$ cat src/rtl/jk_pkg.sv
// Shared JK flip-flop mode encoding and drive helper for the counter slice.
package jk_pkg;

    typedef enum logic [1:0] {
        JK_HOLD   = 2'b00,
        JK_RESET  = 2'b01,
        JK_SET    = 2'b10,
        JK_TOGGLE = 2'b11
    } jk_mode_t;

    // Returns {j, k} for the requested cell behaviour.
    function automatic logic [1:0] jk_drive(input jk_mode_t mode);
        return 2'(mode);
    endfunction

endpackage

$ cat src/rtl/jk_ff_cell.sv
// Single JK flip-flop with asynchronous active-low clear.
module jk_ff_cell (
    input  logic clk,
    input  logic rst_n,
    input  logic j,
    input  logic k,
    output logic out
);

    always_ff @(posedge clk or negedge rst_n) begin
        if (!rst_n) begin
            out <= 1'b0;
        end else begin
            case ({j, k})
                2'b01:   out <= 1'b0;
                2'b10:   out <= 1'b1;
                2'b11:   out <= ~out;
                default: out <= out;
            endcase
        end
    end

endmodule

$ cat src/rtl/jk_sync_counter.sv
// Modulo-MOD up/down counter whose state bits live in JK cells; this module
// only decodes per-bit J/K drive for hold, count, load and wrap.
module jk_sync_counter
    import jk_pkg::*;
#(
    parameter int WIDTH = 4,
    parameter int MOD   = 10
) (
    input  logic             clk,
    input  logic             rst_n,
    input  logic             en,
    input  logic             up,
    input  logic             load,
    input  logic [WIDTH-1:0] d,
    output logic [WIDTH-1:0] count,
    output logic             tc,
    output logic             wrapped
);

    localparam logic [WIDTH-1:0] MAX_V = WIDTH'(MOD - 1);

    logic [WIDTH-1:0] count_q;
    logic [WIDTH-1:0] t_up;
    logic [WIDTH-1:0] t_dn;
    logic [WIDTH-1:0] target;
    logic [WIDTH-1:0] j_d;
    logic [WIDTH-1:0] k_d;
    logic             at_max;
    logic             at_zero;
    logic             over;
    logic             wrap_c;
    logic             do_wrap;
    logic             wrapped_q;
    logic             wrapped_d;

    assign at_max  = (count_q == MAX_V);
    assign at_zero = (count_q == '0);
    // Only reachable from a corrupted state when MOD is not a power of two.
    assign over    = (count_q > MAX_V);

    assign wrap_c  = up ? (at_max | over) : (at_zero | over);
    assign do_wrap = ~load & en & wrap_c;

    // Load saturates at MOD-1; a wrap lands on 0 (up) or MOD-1 (down).
    assign target  = load ? ((d > MAX_V) ? MAX_V : d)
                          : (up ? '0 : MAX_V);

    assign tc        = en & ~load & ((up & at_max) | (~up & at_zero));
    assign wrapped_d = do_wrap;

    for (genvar i = 0; i < WIDTH; i++) begin : g_bit
        jk_mode_t mode_d;

        if (i == 0) begin : g_t0
            assign t_up[i] = 1'b1;
            assign t_dn[i] = 1'b1;
        end else begin : g_tn
            assign t_up[i] = &count_q[i-1:0];
            assign t_dn[i] = &(~count_q[i-1:0]);
        end

        always_comb begin
            mode_d = JK_HOLD;
            if (load || do_wrap) begin
                mode_d = target[i] ? JK_SET : JK_RESET;
            end else if (en) begin
                mode_d = (up ? t_up[i] : t_dn[i]) ? JK_TOGGLE : JK_HOLD;
            end
        end

        assign {j_d[i], k_d[i]} = jk_drive(mode_d);

        jk_ff_cell u_cell (
            .clk   (clk),
            .rst_n (rst_n),
            .j     (j_d[i]),
            .k     (k_d[i]),
            .out   (count_q[i])
        );
    end

    always_ff @(posedge clk or negedge rst_n) begin
        if (!rst_n) begin
            wrapped_q <= 1'b0;
        end else begin
            wrapped_q <= wrapped_d;
        end
    end

    assign count   = count_q;
    assign wrapped = wrapped_q;

endmodule

$ cat config.mk
export PLATFORM = sky130hd
export DESIGN_NAME = jk_sync_counter
export DESIGN_NICKNAME = d
export VERILOG_FILES = /design/src/rtl/jk_pkg.sv /design/src/rtl/jk_ff_cell.sv /design/src/rtl/jk_sync_counter.sv
export SDC_FILE = /design/constraint.sdc
export NUM_CORES = 1
export LEC_CHECK = 0
export ABC_CLOCK_PERIOD_IN_PS = 4500
export CAP_MARGIN = 40
export CORE_AREA = 2 2 39 41
export DETAILED_ROUTE_END_ITERATION = 16
export DIE_AREA = 0 0 41 43
export DONT_BUFFER_PORTS = 1
export PLACE_DENSITY = 0.61
export RECOVER_POWER = 50
export SKIP_CTS_REPAIR_TIMING = 1
export SYNTH_ARGS = -nofsm -noshare
export SYNTH_HDL_FRONTEND = slang
export SYNTH_SLANG_ARGS = --single-unit
export TNS_END_PERCENT = 10
$ cat constraint.sdc
create_clock -name clk -period 4.5 [get_ports clk]
set_clock_uncertainty 0.1 [all_clocks]
set_input_delay 1.35 -clock clk [delete_from_list [all_inputs] [get_ports clk]]
set_output_delay 1.35 -clock clk [all_outputs]
set_load 0.02 [all_outputs]
After elaboration in Yosys (flattened, before gate mapping)
Index checks and enable logic that the tools add are counted.
{ "totals": {"in_bits": 9, "output_inout_bits": 6, "register_bits": 5, "word_cells": 72} }
{ "op_classes": {"n_bitwise": 16, "order_cmp": 2, "reduce_logical": 10, "eq_ne": 13, "mux": 26} }
{ "ops": {"columns": ["op", "n"], "rows": [
  ["$mux W2", 15],
  ["$eq A2 B2 Y1 const B", 8],
  ["$mux W4", 3],
  ["$pmux W1 S3", 4],
  ["$reduce_bool A3 Y1", 4],
  ["$eq A2 B1 Y1 const B", 4],
  ["$gt A4 B4 Y1 const B", 2],
  ["$not A1 Y1", 6],
  ["$reduce_and A3 Y1", 2],
  ["$and A1 B1 Y1", 5],
  ["$eq A4 B4 Y1 const B", 1],
  ["$logic_not A4 Y1", 1],
  ["$mux W1", 4],
  ["$reduce_and A2 Y1", 2],
  ["$not A3 Y3", 1],
  ["$or A1 B1 Y1", 3],
  ["$not A2 Y2", 1],
  ["$logic_or A1 B1 Y1", 1]
]} }

Logic depth before layout (Yosys ltp)
{ "logic_depth": {"depth_word": 8, "mapped_depth": 5, "mapped_depth_nobuf": 4} }

Hierarchy
From an unflattened synthesis, not the netlist that was laid out.
{ "hier_totals": {"hier_cells": 61, "hier_area_um2": 505.5} }
{ "modules_own_cells": {"columns": ["mod", "cells_each", "instances", "area_each_um2", "seq_area_each_um2"], "rows": [
  ["jk_sync_counter", 49, 1, 370.4, 25.0],
  ["jk_ff_cell", 3, 4, 33.8, 25.0]
]} }

Least setup slack after synthesis
OpenSTA, ideal clock, no wires.
{ "synth_timing": {"path_type": "input port to output port", "start": "input up", "end": "output tc", "required_ns": 3.050, "path_stages": 4, "setup_slack_ns": 0.626, "n_path_buf": 1, "arrival_time_ns": 2.424, "cell_sequence": "buf_2 and3_1 nor2_1 nor4b_1"} }
{ "synth_via": {"elab_chain_len": 4, "elab_cells_between_ends": 5, "classes_between": "bitwise: 5"} }
{ "synth_rtl": {"columns": ["item", "line", "source"], "rows": [
  ["from (decl)", "jk_sync_counter.sv:12", "input logic up,"],
  ["$not A1 Y1", "jk_sync_counter.sv:48", "assign tc = en & ~load & ((up & at_max) | (~up & at_zero));"],
  ["$and A1 B1 Y1", "jk_sync_counter.sv:48", null],
  ["$or A1 B1 Y1 (*)", "jk_sync_counter.sv:48", null],
  ["$and A1 B1 Y1 (*)", "jk_sync_counter.sv:48", null],
  ["to (decl)", "jk_sync_counter.sv:16", "output logic tc,"]
]} }
Mark *: on every way between the ends. The rest lies on a longest branch, timed or not.

Final worst setup path
Ends and elaborated chain as after synthesis.

==> results.ini <==
[final_layout]
finalNonFillerCells=74
final_common_cell=nor2_1
finalNetCount=68
layout-drive-gt1-share=0.190
area_growth_pct=-2.88
final_area_um2=505
postLayoutCoreUtil=0.365
antenna_cells=0
mostFrequentLayoutCells=nor2_1 (7), dfrtp_1 (5), inv_1 (4)

[hold_path]
hp-class=in2async

[flow_run]
drv_cap=0

[power]
seq_power_share=0.460
leakagePower_nw=0.200
power_per_cell_area_nw_per_um2=333
p_int_mw=0.107
p_sw_mw=0.0613
clkPwrFrac=0.311
combPwrFrac=0.230
ir_worst_vdd_uv=221
swShare=0.365

[worst_setup_path]
crit_type=in2out
cp_max_fo=14
rr_startpoint=g_bit[0].u_cell.out
rr_endpoint=g_bit[3].u_cell.out
r2r_cells=4
endpoint_kind=primary output
arrival_ps=2080
regToRegSetupSlack_ps=2630
critPathSlowestCell=nor4b_1
cp_slowest_stage_delay_ps=270
critPathTopFamily=simple AND/OR/NAND/NOR gates
crit_path_start_kind=primary input
cp.required_ps=3050
path_cells=nor3_2, nor2_1, nor4b_1, buf_4
crit_buf_inv=1

[placed_design]
gp_congestion=0.696
dp_hpwl_um=759
dp.cells=70
dpl_cell_area_um2=484
io_buffers=0

[die]
die_w_um=41
row_count=14
core_area_um2=1380
dieArea_um2=1760
io_pins=15
dieHeight_um=43
initial_core_util=0.376

[status]
outcome=completed

[logic_synthesis]
synth_area_leaders=dfrtp_1 (24%), buf_4 (5.8%), nor2_1 (5.0%)
synth_top_area_share=0.240
synthCells=63
synth_ff_type=dfrtp_1
syn-num-nets=72
synth_edf_count=0
async_reset_ff_frac=1.00
synth.avg_cell_area_um2=8.26
yosysSeqAreaShare=0.240
synth.yosys.warnings=0
ys_seq_elements=5
synth_area_leader_cell=dfrtp_1
netlist_area_um2=520
ys_types=33

[routing]
wirelength_um=1100
vias=457
drc=0
ant_nets=0
wl_per_cell_um=14.8
vias_per_cell=6.18
drtIter0Drc=15
drt_pass1_iterations=4

[cts]
clock_sinks=5
clk_latency_ps=240
cts_buffer_depth=2
root_buffer=clkbuf_4
cts_tree=built
htree_num_levels=1
cts_buffers=3
clk_pin_slew_worst_paths_ps=40

[timing]
fin_crit_ps=3530
hold_viol=0
fin_crit_sh=0.785
worst_slew_pin_slew_ps=639
max_slew_margin=0.574
tns_ps=0
setup_viol=0
max_freq_mhz=283
hold_slack_ps=698
slew_viol_final=0
rsz0062_at_grt=false

[grt]
grt_use_total=0.145
grt_max_degree=17
grt_pass1_vias=396
antenna_found_initial=0
grt-ovfl-total=0
grt_pass1_wl_um=1720

==> layout make-up <==
type                            instances  area [µm²]
Clock buffer                            4        26.3
Fill cell                             150         878
Inverter                                4        15.0
Multi-Input combinational cell         44         312
Sequential cell                         5         125
Tap cell                               16        20.0
Timing Repair Buffer                    1        7.51
==> through the flow <==
| step | power (mW) | setup slack, ps |
|---|---|---|
| finish | 0.168 | 969 |
| global route | 0.181 | 899 |
| CTS | 0.170 | 959 |
| detailed placement | 0.117 | 969 |
| global placement | 0.116 | 1010 |
| floorplan | 0.122 | 626 |
==> synth_stat cells, types with 2 or more instances <==
library cell  number
buf_4              4
a21oi_1            3
dfrtp_1            5
inv_1              4
clkbuf_1           2
buf_2              3
o31ai_1            2
nand2_1            3
and3_1             2
nand3_1            2
nor3_1             2
nor2_1             7
mux2_2             2
a221oi_1           2
a21oi_2            2
==> registers in the layout, summed over array words and instances, names as in the netlist <==
| name | count |
|---|---|
| wrapped | 1 |
| g_bit.u_cell.out | 4 |
==> logic make-up after synthesis <==
logic type      synth area share
compound gates             0.279
simple gates               0.286
mux                       0.0433
flops                      0.240
buf+inv                    0.151
==> metal layers <==
layer  GRT usage  share of wire  wire [µm]  up-vias
met5           0              0          0        -
met4      0.0733         0.0091         10        0
met3      0.0576          0.083         91        2
met2       0.197           0.44        484       18
met1       0.192           0.46        509      213
li1            -              -          -      224
==> power groups by stage <==
| stage | sequential [mW] | combinational (mW) | clock (mW) |
|---|---|---|---|
| floorplan | 0.0586 | 0.0631 | 0 |
| global placement | 0.0773 | 0.0384 | 0 |
| detailed placement | 0.0779 | 0.0388 | 0 |
| CTS | 0.0772 | 0.0391 | 0.0542 |
| global route | 0.0795 | 0.0432 | 0.0579 |
| finish | 0.0772 | 0.0386 | 0.0522 |
==> worst max path at each step <==
stage	start	to	slack [ps]	depth (start not counted)
after floorplan	up	tc	630	4
after global placement	up	tc	1010	4
after detailed placement	up	tc	970	4
after CTS	up	tc	960	4
after global routing	up	tc	900	4
final	up	tc	970	4
No activity file was read; power rests on OpenSTA's default activity.
